==> config.mk <==
export PLATFORM = sky130hd
export DESIGN_NAME = scaler_input_ctrl
export DESIGN_NICKNAME = d
export VERILOG_FILES = /design/src/rtl/scaler_input_ctrl.sv
export SDC_FILE = /design/constraint.sdc
export NUM_CORES = 1
export LEC_CHECK = 0
export ABC_AREA = 1
export BUFFER_PORTS_ARGS = -buffer_cell sky130_fd_sc_hd__clkbuf_2
export CORE_MARGIN = 4
export CORE_UTILIZATION = 49
export CTS_CLUSTER_DIAMETER = 200
export CTS_CLUSTER_SIZE = 28
export DETAILED_ROUTE_END_ITERATION = 12
export PLACE_DENSITY_LB_ADDON = 0.3
export SLEW_MARGIN = 20
export SYNTH_ARGS = -nofsm -noshare
export SYNTH_HDL_FRONTEND = slang
export SYNTH_SLANG_ARGS = --single-unit
export TNS_END_PERCENT = 50
==> constraint.sdc <==
create_clock -name clk -period 4 [get_ports clk]
set_input_delay 0.2 -clock clk [delete_from_list [all_inputs] [get_ports clk]]
set_output_delay 0.2 -clock clk [all_outputs]
set_load 0.05 [all_outputs]
==> src/rtl/scaler_input_ctrl.sv <==
// scaler_input_ctrl: crops the incoming video stream to a programmable window
// and writes each in-window line into the line-buffer RAM FIFO.
module scaler_input_ctrl #(
    parameter int DATA_WIDTH    = 16,
    parameter int ADDRESS_WIDTH = 11
) (
    input  logic                     clk,
    input  logic                     rst,
    input  logic                     HSIn,
    input  logic                     VSIn,
    input  logic                     dInEn,
    input  logic [DATA_WIDTH-1:0]    dIn,
    input  logic [ADDRESS_WIDTH-1:0] xBgn,
    input  logic [ADDRESS_WIDTH-1:0] xEnd,
    input  logic [ADDRESS_WIDTH-1:0] yBgn,
    input  logic [ADDRESS_WIDTH-1:0] yEnd,
    input  logic                     fifoFull,
    output logic                     ramWrEn,
    output logic [ADDRESS_WIDTH-1:0] ramAddrIn,
    output logic [DATA_WIDTH-1:0]    ramWrData,
    output logic                     lineDone,
    output logic                     frameDone,
    output logic                     overflow
);

    localparam int unsigned AW = ADDRESS_WIDTH;
    localparam int unsigned DW = DATA_WIDTH;

    typedef enum logic [1:0] {
        ST_IDLE      = 2'd0,
        ST_WAIT_LINE = 2'd1,
        ST_ACTIVE    = 2'd2,
        ST_SKIP      = 2'd3
    } state_e;

    // Counter increment that sticks at all-ones instead of wrapping.
    function automatic logic [AW-1:0] sat_inc(input logic [AW-1:0] v);
        sat_inc = (v == {AW{1'b1}}) ? v : v + AW'(1);
    endfunction

    state_e          state_q, state_d;

    // Sync sampling: s1 is the registered sync, s2 its previous value.
    logic            hs_s1_q, hs_s1_d, hs_s2_q, hs_s2_d;
    logic            vs_s1_q, vs_s1_d, vs_s2_q, vs_s2_d;
    // Edge detection is armed only once s2 holds a post-reset sample, so a
    // sync already high at reset release does not look like an edge.
    logic            arm1_q, arm1_d, arm2_q, arm2_d;

    logic [AW-1:0]   col_q, col_d;
    logic [AW-1:0]   row_q, row_d;
    logic            first_row_q, first_row_d;
    logic            frame_end_q, frame_end_d;

    logic [AW-1:0]   x_bgn_q, x_bgn_d;
    logic [AW-1:0]   x_end_q, x_end_d;
    logic [AW-1:0]   y_bgn_q, y_bgn_d;
    logic [AW-1:0]   y_end_q, y_end_d;

    logic            wr_en_q, wr_en_d;
    logic [AW-1:0]   addr_q, addr_d;
    logic [DW-1:0]   data_q, data_d;
    logic            line_done_q, line_done_d;
    logic            frame_done_q, frame_done_d;
    logic            overflow_q, overflow_d;

    logic            hs_rise;
    logic            vs_rise;
    logic [AW-1:0]   cur_x;
    logic [AW-1:0]   cur_row;

    // Next-state, counters, window latch and write generation.
    always_comb begin
        state_d      = state_q;
        hs_s1_d      = HSIn;
        hs_s2_d      = hs_s1_q;
        vs_s1_d      = VSIn;
        vs_s2_d      = vs_s1_q;
        arm1_d       = 1'b1;
        arm2_d       = arm1_q;
        col_d        = col_q;
        row_d        = row_q;
        first_row_d  = first_row_q;
        frame_end_d  = frame_end_q;
        x_bgn_d      = x_bgn_q;
        x_end_d      = x_end_q;
        y_bgn_d      = y_bgn_q;
        y_end_d      = y_end_q;
        wr_en_d      = 1'b0;
        addr_d       = addr_q;
        data_d       = data_q;
        line_done_d  = 1'b0;
        frame_done_d = 1'b0;
        overflow_d   = overflow_q;

        hs_rise      = hs_s1_q & ~hs_s2_q & arm2_q;
        vs_rise      = vs_s1_q & ~vs_s2_q & arm2_q;
        cur_x        = col_q;
        cur_row      = row_q;

        // Frame start wins over everything and drops any line in progress.
        if (vs_rise) begin
            x_bgn_d     = xBgn;
            x_end_d     = xEnd;
            y_bgn_d     = yBgn;
            y_end_d     = yEnd;
            overflow_d  = 1'b0;
            first_row_d = 1'b1;
            frame_end_d = 1'b0;
            state_d     = ST_WAIT_LINE;
        end

        // Line start: restart the column and decide whether to capture the line.
        if (hs_rise) begin
            cur_x = '0;
            if (vs_rise || (state_q != ST_IDLE)) begin
                cur_row     = first_row_d ? '0 : sat_inc(row_q);
                row_d       = cur_row;
                first_row_d = 1'b0;
                if ((cur_row < y_bgn_d) || (cur_row > y_end_d) ||
                    (x_end_d < x_bgn_d) || frame_end_d) begin
                    state_d = ST_SKIP;
                end else if (fifoFull) begin
                    overflow_d = 1'b1;
                    state_d    = ST_SKIP;
                end else begin
                    state_d = ST_ACTIVE;
                end
            end
        end

        col_d = dInEn ? sat_inc(cur_x) : cur_x;

        // In-window pixel write; the last column closes the line.
        if ((state_d == ST_ACTIVE) && dInEn &&
            (cur_x >= x_bgn_d) && (cur_x <= x_end_d)) begin
            wr_en_d = 1'b1;
            addr_d  = cur_x - x_bgn_d;
            data_d  = dIn;
            if (cur_x == x_end_d) begin
                line_done_d = 1'b1;
                state_d     = ST_SKIP;
                if (row_d == y_end_d) begin
                    frame_done_d = 1'b1;
                    frame_end_d  = 1'b1;
                end
            end
        end
    end

    // State and datapath registers with asynchronous active-low reset.
    always_ff @(posedge clk or negedge rst) begin
        if (!rst) begin
            state_q      <= ST_IDLE;
            hs_s1_q      <= 1'b0;
            hs_s2_q      <= 1'b0;
            vs_s1_q      <= 1'b0;
            vs_s2_q      <= 1'b0;
            arm1_q       <= 1'b0;
            arm2_q       <= 1'b0;
            col_q        <= '0;
            row_q        <= '0;
            first_row_q  <= 1'b0;
            frame_end_q  <= 1'b0;
            x_bgn_q      <= '0;
            x_end_q      <= '0;
            y_bgn_q      <= '0;
            y_end_q      <= '0;
            wr_en_q      <= 1'b0;
            addr_q       <= '0;
            data_q       <= '0;
            line_done_q  <= 1'b0;
            frame_done_q <= 1'b0;
            overflow_q   <= 1'b0;
        end else begin
            state_q      <= state_d;
            hs_s1_q      <= hs_s1_d;
            hs_s2_q      <= hs_s2_d;
            vs_s1_q      <= vs_s1_d;
            vs_s2_q      <= vs_s2_d;
            arm1_q       <= arm1_d;
            arm2_q       <= arm2_d;
            col_q        <= col_d;
            row_q        <= row_d;
            first_row_q  <= first_row_d;
            frame_end_q  <= frame_end_d;
            x_bgn_q      <= x_bgn_d;
            x_end_q      <= x_end_d;
            y_bgn_q      <= y_bgn_d;
            y_end_q      <= y_end_d;
            wr_en_q      <= wr_en_d;
            addr_q       <= addr_d;
            data_q       <= data_d;
            line_done_q  <= line_done_d;
            frame_done_q <= frame_done_d;
            overflow_q   <= overflow_d;
        end
    end

    assign ramWrEn   = wr_en_q;
    assign ramAddrIn = addr_q;
    assign ramWrData = data_q;
    assign lineDone  = line_done_q;
    assign frameDone = frame_done_q;
    assign overflow  = overflow_q;

endmodule
### Yosys cells after proc, flatten, opt, wreduce, memory -nomap -nowiden

Cells that the tools add are included.

* logic and storage cells: 84
* output and inout port bits: 31
* bits in registers: 107

* bitwise logic cells: 6
* reduce and logical (&&, ||, !) cells: 8
* muxes and demuxes: 36
* add/sub/neg operators: 3
* magnitude comparators: 5
* equal/unequal tests: 5

Operators by type and width (count)
* two-way mux 11 bit: 11
* adder 11 x 1 -> 11 bit (second input constant): 2
* == test 11 bit: 2
* == test 11 bit (second input constant): 2
* < comparator 11 bit: 2
* two-way mux 1 bit: 20
* >= comparator 11 bit: 1
* > comparator 11 bit: 1
* <= comparator 11 bit: 1
* subtractor 11 bit: 1
* two-way mux 2 bit: 5
* bitwise AND 1 bit: 4
* logical OR 1 bit: 4
* logical AND 1 bit: 3
* == test 2 bit (second input constant): 1
* NOT 1 bit: 2
* nonzero test 2 bit: 1

### Longest topological paths before layout

Gate-level depths: netlist of the first run.

* word-level depth: 17
* mapped depth: 25
* gate-level depth less buffers: 23

### Least setup slack after synthesis of the first run

No wires, ideal clock.

* path type: register to register
* start: register arm2_q
* end: register addr_q[0] (netlist: ramAddrIn[0])
* data arrival time: 3.133 ns
* path buffers: 5
* clock period less this slack: 3.199 ns
* stages on the path, launching flop included: 19
* data required time: 3.934 ns
* path slack: 0.801 ns
* cells stage by stage: dfrtp_1 -> nand2_1 -> nor2_4 -> clkbuf_1 -> clkbuf_1 -> clkbuf_1 -> or2_2 -> o21ai_0 -> ha_1 -> nand2_1 -> o21ai_0 -> nand2_1 -> o2111ai_1 -> a41oi_1 -> nor2_1 -> buf_2 -> buf_2 -> nand4_1 -> nand2_1

* longest elaborated chain between the ends: 14
* elaborated cells between the ends (all ways): 28
* those cells by class: 1 x add/sub; 5 x order compare; 1 x eq/ne; 12 x mux; 2 x bitwise; 7 x reduce/logical

Ends and longest elaborated chain
* start, declared: line 48 `logic arm1_q, arm1_d, arm2_q, arm2_d;`
* start signal, assigned: line 182 `arm2_q <= arm2_d;`
* bitwise AND 1 bit: line 97 `vs_rise = vs_s1_q & ~vs_s2_q & arm2_q;`
* two-way mux 1 bit: line 102 `if (vs_rise) begin`
* two-way mux 11 bit: line 117 `cur_row = first_row_d ? '0 : sat_inc(row_q);`
* < comparator 11 bit / > comparator 11 bit (equally long branches): line 120 `if ((cur_row < y_bgn_d) || (cur_row > y_end_d) ||`
* logical OR 1 bit (2 in a row): line 120
* logical OR 1 bit: line 121 `(x_end_d < x_bgn_d) || frame_end_d) begin`
* two-way mux 1 bit: line 120
* two-way mux 2 bit: line 116 `if (vs_rise || (state_q != ST_IDLE)) begin`
* two-way mux 2 bit: line 114 `if (hs_rise) begin`
* == test 2 bit: line 135 `if ((state_d == ST_ACTIVE) && dInEn &&`
* logical AND 1 bit (2 in a row): line 135
* logical AND 1 bit: line 136 `(cur_x >= x_bgn_d) && (cur_x <= x_end_d)) begin`
* end signal, assigned: line 192 `addr_q <= addr_d;`
* end, declared: line 61 `logic [AW-1:0] addr_q, addr_d;`

Parallel ways exist; a longest one is shown, timed or not.
A chain may end at the register's enable or synchronous reset.

### Final worst setup path of the first run

* start: register arm2_q
* end: register data_q[12] (netlist: ramWrData[12])

* longest elaborated chain between the ends: 14
* elaborated cells between the ends (all ways): 27
* those cells by class: 5 x order compare; 1 x eq/ne; 12 x mux; 2 x bitwise; 7 x reduce/logical

Ends and longest elaborated chain
* bitwise AND 1 bit: line 97
* two-way mux 1 bit: line 102
* two-way mux 11 bit: line 117
* < comparator 11 bit / > comparator 11 bit (equally long branches): line 120
* logical OR 1 bit (2 in a row): line 120
* logical OR 1 bit: line 121
* two-way mux 1 bit: line 120
* two-way mux 2 bit: line 116
* two-way mux 2 bit: line 114
* == test 2 bit: line 135
* logical AND 1 bit (2 in a row): line 135
* logical AND 1 bit *: line 136
* end signal, assigned: line 193 `data_q <= data_d;`
* end, declared: line 62 `logic [DW-1:0] data_q, data_d;`

Mark *: on every way between the ends. The rest lies on a longest branch, timed or not.

==> results of run 1 <==
[synth_stat cells, types with 2 or more instances]
library cell | instances | area share, %
sky130_fd_sc_hd__a31oi_1 | 2 | 0.19
sky130_fd_sc_hd__nand2_2 | 4 | 0.38
sky130_fd_sc_hd__nand3_1 | 52 | 4.0
sky130_fd_sc_hd__o2111ai_1 | 2 | 0.27
sky130_fd_sc_hd__o21bai_1 | 4 | 0.46
sky130_fd_sc_hd__ha_1 | 51 | 9.7
sky130_fd_sc_hd__nand3_2 | 5 | 0.76
sky130_fd_sc_hd__dfrtp_1 | 107 | 41
sky130_fd_sc_hd__a21o_1 | 5 | 0.57
sky130_fd_sc_hd__or2_2 | 38 | 3.6
sky130_fd_sc_hd__inv_2 | 3 | 0.17
sky130_fd_sc_hd__nor2_2 | 2 | 0.19
sky130_fd_sc_hd__inv_1 | 112 | 6.4
sky130_fd_sc_hd__buf_6 | 5 | 0.86
sky130_fd_sc_hd__xnor2_1 | 5 | 0.67
sky130_fd_sc_hd__o21ai_0 | 55 | 4.2
sky130_fd_sc_hd__a21oi_1 | 30 | 2.3
sky130_fd_sc_hd__o21a_1 | 2 | 0.23
sky130_fd_sc_hd__clkbuf_1 | 12 | 0.68
sky130_fd_sc_hd__nand2_1 | 203 | 12
sky130_fd_sc_hd__nor2_4 | 3 | 0.51
sky130_fd_sc_hd__o21ai_1 | 2 | 0.15
sky130_fd_sc_hd__buf_4 | 2 | 0.23
sky130_fd_sc_hd__nor2_1 | 37 | 2.1
sky130_fd_sc_hd__nand4_1 | 41 | 3.9
sky130_fd_sc_hd__nor3_1 | 6 | 0.46
sky130_fd_sc_hd__nor4_1 | 5 | 0.48
sky130_fd_sc_hd__xor2_1 | 13 | 1.7
sky130_fd_sc_hd__buf_2 | 7 | 0.53
[state kept, by name, indices dropped and copies added (netlist names), 2 cells and up]
register   flops
ramWrData     16
x_end_q       11
x_bgn_q       11
col_q         11
y_bgn_q       11
row_q         11
y_end_q       11
ramAddrIn     11
state_q        2
[worst paths after layout]
check / start / endpoint
max: arm2_q / ramWrData[12]
min: dIn[4] / ramWrData[4]
max reg2reg: arm2_q / ramWrData[12]
min reg2reg: arm1_q / arm2_q
max in group asynchronous: rst / col_q[2]
min in group asynchronous: rst / row_q[0]
[logic make-up (layout without fill, tap and decap cells)]
logic type | count (synthesis) | count (layout) | share of synthesized area [%]
fa+ha+maj | 52 | 52 | 10.0
simple gates | 401 | 401 | 28.8
other cells | 1 | 1 | 0.0570
compound gates | 108 | 108 | 9.22
xor+xnor | 18 | 18 | 2.40
buf+inv | 141 | 242 | 8.86
flops | 107 | 107 | 40.7
[critical path, stage by stage, from the launching register on]
cell and delay, ns:
sky130_fd_sc_hd__dfrtp_1 0.43, sky130_fd_sc_hd__nand2_1 0.11, sky130_fd_sc_hd__nor2_4 0.38, sky130_fd_sc_hd__buf_4 0.27, sky130_fd_sc_hd__or2_2 0.12, sky130_fd_sc_hd__o21ai_0 0.17, sky130_fd_sc_hd__ha_1 0.42, sky130_fd_sc_hd__nand2_1 0.09
sky130_fd_sc_hd__nand2_1 0.05, sky130_fd_sc_hd__a31oi_1 0.21, sky130_fd_sc_hd__inv_1 0.13, sky130_fd_sc_hd__nand3_1 0.09, sky130_fd_sc_hd__o2111ai_1 0.11, sky130_fd_sc_hd__a41oi_1 0.22, sky130_fd_sc_hd__nor2_2 0.10, sky130_fd_sc_hd__nand3_2 0.08
sky130_fd_sc_hd__buf_4 0.31, sky130_fd_sc_hd__nand2_1 0.10, sky130_fd_sc_hd__nand2_1 0.07
[power groups by stage]
stage	Sequential, mW	Combinational [mW]	Clock (mW)
after floorplan	1.27	0.617	0
after global placement	1.26	0.863	0
after detailed placement	1.26	0.875	0
after CTS	1.24	0.885	0.943
after global routing	1.25	1.01	0.981
final	1.24	0.881	0.914
[per-layer routing]
layer | vias to the layer above | track usage, % | part of all wire [%]
li1 | 2900 | - | -
met4 | 0 | 6.50 | 1.8
met3 | 20 | 4.68 | 4.9
met5 | - | 0 | 0
met2 | 124 | 36.2 | 48
met1 | 2588 | 29.2 | 46
[per-stage QoR]
step	power (mW)	hold slack, ns
5_1_grt	3.24	0.0575
2_1_floorplan	1.89	-0.0956
3_3_place_gp	2.12	0.293
6_report	3.03	0.0698
3_5_place_dp	2.14	0.299
4_1_cts	3.07	0.0615
[final cells by class]
cell class              instances  share of cell area [%]
flip-flops and latches        107                    35.4
clock inverters                 7                    1.01
inverters                     115                    5.70
repair buffers                111                    8.13
well taps                     176                    2.91
multi-input cells             580                    43.9
clock buffers                   9                    2.98
==> results.py, run 1 <==
metrics = {
    "place": {
        "hpwl_um": 12300,
        "placement.setup.worst_slack_ns": 0.483,
        "gp_congestion": 0.877,
        "placement.cell_area_um2": 7240,
        "dpl.cell_count": 1086,
        "port-buffer-count": 96,
    },
    "logic_synthesis": {
        "synth_enable_flop_cells": 0,
        "synthArstFlopShare_pct": 100,
        "postSynthNetCount": 946,
        "ys_dominant_reg_cell": "sky130_fd_sc_hd__dfrtp_1",
        "postSynthRegisterBits": 107,
        "number_of_instances_in_the_synthesized_netlist": 828,
        "synth-warning-count": 0,
        "yosysUniqueCellTypes": 42,
        "yosysSeqAreaShare_pct": 40.7,
        "post_synth.cell_area_avg_um2": 7.95,
        "syn-cell-area_um2": 6580,
    },
    "critical_path": {
        "timing.critical_path.arrival_ns": 3.82,
        "required_ns": 4.30,
        "crit_type": "reg -> reg",
        "worstSetupStartpointType": "flop",
        "timing.reg2reg.setup_slack_ns": 0.48,
        "critPathCaptureType": "flop",
        "timing.reg2reg.worst_path_depth": 18,
        "crit_path_max_fanout": 29,
    },
    "outcome": {
        "run_status": "completed",
    },
    "floorplanning": {
        "core_region_area_um2": 13200,
        "die-height_um": 124,
        "fp.dieArea_um2": 15400,
        "num_io_pins": 97,
        "placement_rows": 42,
        "floorplan.initialDensity_pct": 49.9,
        "die_w_um": 124,
    },
    "detailed_routing": {
        "wl_per_cell_um": 14.5,
        "vias": 5632,
        "drt_drc": 0,
        "detail_route.wirelength_um": 16000,
        "post_drt_via_cell_ratio": 5.10,
        "ant_nets_after_route": 0,
        "drt_pass1_iterations": 7,
        "drtIter0Drc": 357,
    },
    "finish": {
        "mostFrequentLayoutCells": "sky130_fd_sc_hd__nand2_1 (203), sky130_fd_sc_hd__inv_1 (112), sky130_fd_sc_hd__dfrtp_1 (107)",
        "nFillCells": 1240,
        "register_area_um2": 2680,
        "post_layout_inst_area_um2": 7570,
        "fin_util_pct": 57.4,
        "layout.cells.most_common": "sky130_fd_sc_hd__nand2_1",
        "area.growth.synth_to_final_pct": 15.0,
        "multi_input_area_um2": 3320,
        "layout.nets": 1042,
        "insertedDiodeCount": 0,
        "final_cells": 1105,
        "drive_gt1_share_pct": 19.7,
    },
    "power": {
        "vdd.ir_drop.worst_uv": 300,
        "switching_fraction_pct": 33.7,
        "power.leakage_nw": 4.13,
        "internal-power_mw": 2.01,
        "power_frac_seq_pct": 40.8,
        "power.switching_mw": 1.02,
        "pwr_density_cell_nw_per_um2": 401,
        "comb_power_share_pct": 29.0,
        "share_clk_of_total_power_pct": 30.1,
    },
    "cts": {
        "worstSkewPairLatency_ns": 0.36,
        "cts_tree": "done",
        "cts_hold_buffers": 3,
        "h_tree_lvls": 3,
        "clk_pin_slew_worst_paths_ns": 0.07,
        "cts.sink_count": 107,
        "number_of_post_cts_setup_repair_buffers": 0,
        "root_buffer": "sky130_fd_sc_hd__clkbuf_16",
        "post_cts_resize_count": 0,
        "cts_made_buffers": 9,
        "ctsLongestPathBuffers": 2,
    },
    "sta": {
        "grt_setup_unrepaired": "false",
        "fin_tns_setup_ns": 0,
        "final_max_slew_viol_count": 0,
        "timing.final.setup_violations": 0,
        "final.setup_skew_ns": 0.00793,
        "worst_pin_slew_ns": 0.923,
        "maxSlewHeadroom_pct": 38.4,
        "max_clock_freq_ghz": 0.284,
        "finalWorstSetupSlack_ns": 0.479,
        "min_period_over_period_pct": 88.0,
        "finalCriticalPeriod_ns": 3.52,
        "final-hold-violation-count": 0,
    },
    "run": {
        "number_of_max_cap_violations": 0,
    },
    "global_route": {
        "total_gr_overflow": 0,
        "grt_pass1_wl_um": 26400,
        "first_global_vias": 5424,
        "global_route.usage.total_pct": 22.0,
        "grt_max_degree": 56,
        "grt_antenna_before_repair": 0,
    },
    "hold_path": {
        "whs_path_depth": 3,
        "min-delay-path-class": "in -> reg",
    },
}
Power figures use the tool's default switching activity.
==> run 2, diff against run 1 <==
BUFFER_PORTS_ARGS = -buffer_cell sky130_fd_sc_hd__buf_2   (was -buffer_cell sky130_fd_sc_hd__clkbuf_2)
==> results.py, run 2 (same netlist as run 1, synthesis figures left out) <==
metrics = {
    "outcome": {
        "run_status": "completed",
    },
    "detailed_routing": {
        "wl_per_cell_um": 14.6,
        "post_drt_via_cell_ratio": 5.17,
        "ant_nets_after_route": 0,
        "vias": 5718,
        "drt_drc": 0,
        "detail_route.wirelength_um": 16100,
        "drtIter0Drc": 322,
        "drt_pass1_iterations": 5,
    },
    "run": {
        "number_of_max_cap_violations": 0,
    },
    "cts": {
        "ctsLongestPathBuffers": 2,
        "h_tree_lvls": 3,
        "cts_made_buffers": 9,
        "clk_pin_slew_worst_paths_ns": 0.07,
        "worstSkewPairLatency_ns": 0.36,
        "post_cts_resize_count": 0,
        "cts_tree": "done",
        "root_buffer": "sky130_fd_sc_hd__clkbuf_16",
        "cts.sink_count": 107,
    },
    "power": {
        "internal-power_mw": 1.98,
        "share_clk_of_total_power_pct": 29.3,
        "design_power_mw": 3.00,
        "power.switching_mw": 1.02,
        "comb_power_share_pct": 29.4,
        "power_frac_seq_pct": 41.3,
        "power.leakage_nw": 4.14,
        "switching_fraction_pct": 34.1,
        "vdd.ir_drop.worst_uv": 282,
        "pwr_density_cell_nw_per_um2": 398,
    },
    "critical_path": {
        "crit_path_max_fanout": 29,
        "endpoint": "ramWrData[10]",
        "delay_of_the_slowest_critical_path_stage_ns": 0.43,
        "crit_top_cell": "sky130_fd_sc_hd__nand2_1",
        "crit_chain": "nand2_1 > nor2_4 > buf_4 > or2_2 > o21ai_0 > ha_1 > nand2_1 > nand2_1 > a31oi_1 > inv_1 > nand3_1 > o2111ai_1 > a41oi_1 > nor2_2 > nand3_2 > buf_4 > nand2_1 > nand2_1",
        "r2r_start": "arm2_q",
        "critical_path.slowest_cell": "sky130_fd_sc_hd__dfrtp_1",
        "r2r_end": "ramWrData[10]",
        "crit_type": "reg -> reg",
        "required_ns": 4.29,
        "timing.reg2reg.worst_path_depth": 18,
        "worstSetupStartpointType": "flop",
        "timing.critical_path.from": "arm2_q",
        "timing.reg2reg.setup_slack_ns": 0.43,
        "critPathCaptureType": "flop",
        "timing.critical_path.arrival_ns": 3.86,
    },
    "floorplanning": {
        "num_io_pins": 97,
        "core_region_area_um2": 13200,
        "die-height_um": 124,
        "die_w_um": 124,
        "floorplan.initialDensity_pct": 49.9,
        "placement_rows": 42,
        "fp.dieArea_um2": 15400,
    },
    "sta": {
        "fin_tns_setup_ns": 0,
        "finalCriticalPeriod_ns": 3.57,
        "min_period_over_period_pct": 89.2,
        "grt_setup_unrepaired": "false",
        "final_max_slew_viol_count": 0,
        "finalWorstSetupSlack_ns": 0.430,
        "max_clock_freq_ghz": 0.280,
        "timing.final.setup_violations": 0,
        "final.setup_skew_ns": 0.0112,
        "final-hold-violation-count": 0,
        "worst_pin_slew_ns": 0.933,
        "maxSlewHeadroom_pct": 37.8,
    },
    "finish": {
        "area.growth.synth_to_final_pct": 14.7,
        "drive_gt1_share_pct": 19.8,
        "layout.cells.most_common": "sky130_fd_sc_hd__nand2_1",
        "mostFrequentLayoutCells": "sky130_fd_sc_hd__nand2_1 (203), sky130_fd_sc_hd__inv_1 (112), sky130_fd_sc_hd__dfrtp_1 (107)",
        "final_cells": 1106,
        "largest_register_ff_count": 16,
        "layout.nets": 1043,
        "insertedDiodeCount": 0,
    },
    "place": {
        "placement.setup.worst_slack_ns": 0.487,
        "port-buffer-count": 96,
        "dpl.cell_count": 1087,
        "hpwl_um": 12400,
        "gp_congestion": 0.900,
    },
    "global_route": {
        "grt.busiest_layer": "met2",
        "grt_pass1_wl_um": 26100,
        "groute.layer.met1.usage_pct": 29.0,
        "global_route.usage.met3_pct": 4.63,
        "first_global_vias": 5386,
        "grt_max_degree": 69,
        "grt_antenna_before_repair": 0,
        "global_route.usage.total_pct": 21.9,
        "grt_use_met2_pct": 36.7,
        "total_gr_overflow": 0,
    },
    "hold_path": {
        "min-delay-path-class": "in -> reg",
    },
}
run 2: cell types whose count changed in the layout (fill, tap and decap cells not counted):
cell and delta:
sky130_fd_sc_hd__buf_2 +95, sky130_fd_sc_hd__clkbuf_2 -95, sky130_fd_sc_hd__buf_4 +2, sky130_fd_sc_hd__clkbuf_8 +2
sky130_fd_sc_hd__clkinv_4 -2, sky130_fd_sc_hd__inv_6 +2, sky130_fd_sc_hd__buf_12 -1, sky130_fd_sc_hd__bufinv_16 -1
sky130_fd_sc_hd__inv_8 -1
run 2: area by class of cell:
type / instances / area [µm²]
fillers: 1271 / 5640
multi-input cells: 580 / 3320
flip-flops and latches: 107 / 2680
repair buffers: 112 / 611
inverters: 115 / 432
clock buffers: 11 / 253
well taps: 176 / 220
clock inverters: 5 / 35.0
run 2: critical path: cells and delay by family, from the launching register on:
kind	cells	cell delay, ns
buffers and inverters	3	0.70
and+or+nand+nor	10	1.14
adders and majority gates	1	0.42
DFF	1	0.43
AOI/OAI and AO/OA	4	0.80
run 2: what timing repair did:
action                    in CTS  in global routing
setup buffers                  0                  0
hold buffers                   3                  0
hold endpoints to repair      62                  0
run 2: power by group through the flow:
| stage | combinational (mW) | clock [mW] | sequential [mW] |
|---|---|---|---|
| finish | 0.883 | 0.880 | 1.24 |
| global route | 1.01 | 0.943 | 1.25 |
| CTS | 0.885 | 0.897 | 1.24 |
| detailed placement | 0.876 | 0 | 1.26 |
| global placement | 0.861 | 0 | 1.26 |
| floorplan | 0.617 | 0 | 1.27 |
run 2: worst min-delay path by stage:
stage / from / to / cells after the start
global placement: HSIn / hs_s1_q / 1
CTS: yBgn[0] / y_bgn_q[0] / 3
finish: yBgn[0] / y_bgn_q[0] / 3
detailed placement: HSIn / hs_s1_q / 1
global route: dIn[2] / ramWrData[2] / 3
floorplan: rst / arm1_q / 0
run 2: layer usage:
layer	vias to the layer above	part of all wire, %
met5	-	0
met4	0	1.4
met3	18	4.3
met2	113	48
met1	2679	46
li1	2908	-
run 2: per-stage QoR:
| step | utilization [%] | instance area, µm² | hold WS, ns |
|---|---|---|---|
| floorplan | - | 6580 | -0.0956 |
| global placement | 54.8 | 7230 | 0.310 |
| detailed placement | 54.8 | 7230 | 0.309 |
| CTS | 57.2 | 7550 | 0.0655 |
| global route | 57.2 | 7550 | 0.0869 |
| finish | 57.2 | 7550 | 0.0699 |
==> run 3, diff against run 2 <==
==> constraint.sdc (replaced) <==
create_clock -name clk -period 3.35 [get_ports clk]
set_input_delay 0.1675 -clock clk [delete_from_list [all_inputs] [get_ports clk]]
set_output_delay 0.1675 -clock clk [all_outputs]
set_load 0.02 [all_outputs]
==> results.py, run 3 (same netlist as run 1, synthesis figures left out) <==
metrics = {
    "floorplanning": {
        "fp.dieArea_um2": 15400,
        "placement_rows": 42,
        "num_io_pins": 97,
        "die_w_um": 124,
        "die-height_um": 124,
        "floorplan.initialDensity_pct": 49.9,
        "core_region_area_um2": 13200,
    },
    "detailed_routing": {
        "post_drt_via_cell_ratio": 5.22,
        "drt_pass1_iterations": 5,
        "wl_per_cell_um": 14.5,
        "drtIter0Drc": 335,
        "ant_nets_after_route": 0,
        "detail_route.wirelength_um": 16200,
        "drt_drc": 0,
        "vias": 5823,
    },
    "critical_path": {
        "delay_of_the_slowest_critical_path_stage_ns": 0.43,
        "required_ns": 3.64,
        "timing.critical_path.arrival_ns": 3.35,
        "crit_chain": "nand2_1 > nor2_4 > buf_12 > or2_2 > o21ai_0 > inv_1 > ha_1 > nand2_1 > inv_1 > nand3_1 > nor3_1 > nand2_1 > a21oi_1 > nand3_2 > nand2_4 > buf_12 > nand4_1 > nor2_1",
        "crit_top_cell": "sky130_fd_sc_hd__nand2_1",
        "worstSetupStartpointType": "flop",
        "crit_type": "reg -> reg",
        "critPathCaptureType": "flop",
        "crit_path_max_fanout": 31,
        "critical_path.slowest_cell": "sky130_fd_sc_hd__dfrtp_1",
    },
    "cts": {
        "cts.sink_count": 107,
        "cts_tree": "done",
        "ctsLongestPathBuffers": 2,
        "root_buffer": "sky130_fd_sc_hd__clkbuf_16",
        "clk_pin_slew_worst_paths_ns": 0.07,
        "cts_made_buffers": 9,
        "h_tree_lvls": 3,
        "worstSkewPairLatency_ns": 0.36,
    },
    "power": {
        "design_power_mw": 3.63,
        "vdd.ir_drop.worst_uv": 358,
        "power.leakage_nw": 4.21,
        "pwr_density_cell_nw_per_um2": 469,
    },
    "finish": {
        "insertedDiodeCount": 0,
        "multi_input_area_um2": 3350,
        "layout.nets": 1053,
        "final_cells": 1116,
        "register_area_um2": 2680,
        "nFillCells": 1213,
        "layout.cells.most_common": "sky130_fd_sc_hd__nand2_1",
        "largest_register_ff_count": 16,
        "drive_gt1_share_pct": 21.0,
        "area.growth.synth_to_final_pct": 17.4,
        "mostFrequentLayoutCells": "sky130_fd_sc_hd__nand2_1 (203), sky130_fd_sc_hd__inv_1 (112), sky130_fd_sc_hd__dfrtp_1 (106)",
    },
    "global_route": {
        "global_route.usage.total_pct": 21.4,
        "grt_max_degree": 57,
        "grt_antenna_before_repair": 0,
        "total_gr_overflow": 0,
        "global_route.usage.met3_pct": 4.86,
        "grt_use_met2_pct": 34.5,
        "grt.busiest_layer": "met2",
        "grt_pass1_wl_um": 25600,
        "first_global_vias": 5327,
        "groute.layer.met1.usage_pct": 29.6,
    },
    "outcome": {
        "run_status": "completed",
    },
    "sta": {
        "final.setup_skew_ns": 0.0105,
        "min_period_over_period_pct": 91.4,
        "maxSlewHeadroom_pct": 55.1,
        "final_max_slew_viol_count": 0,
        "finalCriticalPeriod_ns": 3.06,
        "final-hold-violation-count": 0,
        "worst_pin_slew_ns": 0.673,
        "timing.final.setup_violations": 0,
        "max_clock_freq_ghz": 0.327,
    },
    "hold_path": {
        "min-delay-path-class": "in -> reg",
    },
    "place": {
        "port-buffer-count": 96,
        "gp_congestion": 0.921,
        "hpwl_um": 12100,
        "dpl.cell_count": 1089,
    },
    "run": {
        "number_of_max_cap_violations": 0,
    },
}
[run 3: changes by cell type in the layout (fill, tap and decap cells not counted), moves of 4 or more]
cell	change
sky130_fd_sc_hd__o21ai_0	-5
sky130_fd_sc_hd__o21ai_1	+5
sky130_fd_sc_hd__buf_12	+4
sky130_fd_sc_hd__buf_4	+5
[run 3: metrics by stage]
step                      hold WS [ns]  setup TNS, ns  instance area (µm²)  setup slack (ns)  utilization [%]
after global routing            0.0534        -0.0261                 7730           -0.0261             58.6
after global placement           0.251              0                 7290             0.153             55.2
after CTS                       0.0496              0                 7610             0.105             57.7
after detailed placement         0.247              0                 7290             0.151             55.2
final                           0.0561              0                 7730             0.289             58.6
after floorplan                 -0.128              0                 6580             0.151                -
[run 3: routing by layer]
metal | part of all wire (%) | routed length, µm
met1 | 46 | 7360
met3 | 5.6 | 910
met2 | 47 | 7670
met4 | 1.4 | 228
met5 | 0 | 0
[run 3: worst paths after layout]
| check | from | endpoint | slack, ns | cells after the start |
|---|---|---|---|---|
| worst max-delay path | arm2_q | frameDone | 0.29 | 18 |
| worst min-delay path | dIn[13] | ramWrData[13] | 0.06 | 3 |
| worst max register to register | arm2_q | frameDone | 0.29 | 18 |
| worst min register to register | arm1_q | arm2_q | 0.35 | 0 |
| max in group asynchronous | rst | ramAddrIn[7] | 2.24 | 3 |
| min in group asynchronous | rst | row_q[2] | 0.39 | 2 |
[run 3: area by class of cell]
| cell class | count | area share [%] |
|---|---|---|
| repair buffers | 122 | 9.75 |
| well taps | 176 | 2.85 |
| inverters | 115 | 5.59 |
| clock inverters | 5 | 0.777 |
| clock buffers | 11 | 3.01 |
| multi-input cells | 580 | 43.4 |
| flip-flops and latches | 107 | 34.7 |
[run 3: power by group]
part | switching [mW] | internal [mW] | total (mW)
clock network | 0.495 | 0.585 | 1.08
registers | 0.0519 | 1.43 | 1.48
logic | 0.655 | 0.412 | 1.07
total | 1.20 | 2.42 | 3.63
[run 3: critical path: cells and delay by family, from the launching register on]
family | cells | cell delay (ns)
adder cells (fa/ha/maj) | 1 | 0.29
buffers and inverters | 4 | 0.45
AND/OR/NAND/NOR | 11 | 1.52
flip-flops | 1 | 0.43
AO/OA/AOI/OAI | 2 | 0.32
[run 3: repair_timing]
action / CTS / global route
gates resized for setup: 0 / 15
hold endpoints to repair: 53 / 0
endpoints found under the setup margin: 0 / 32
hold buffers: 3 / 0
buffers inserted: 0 / 7
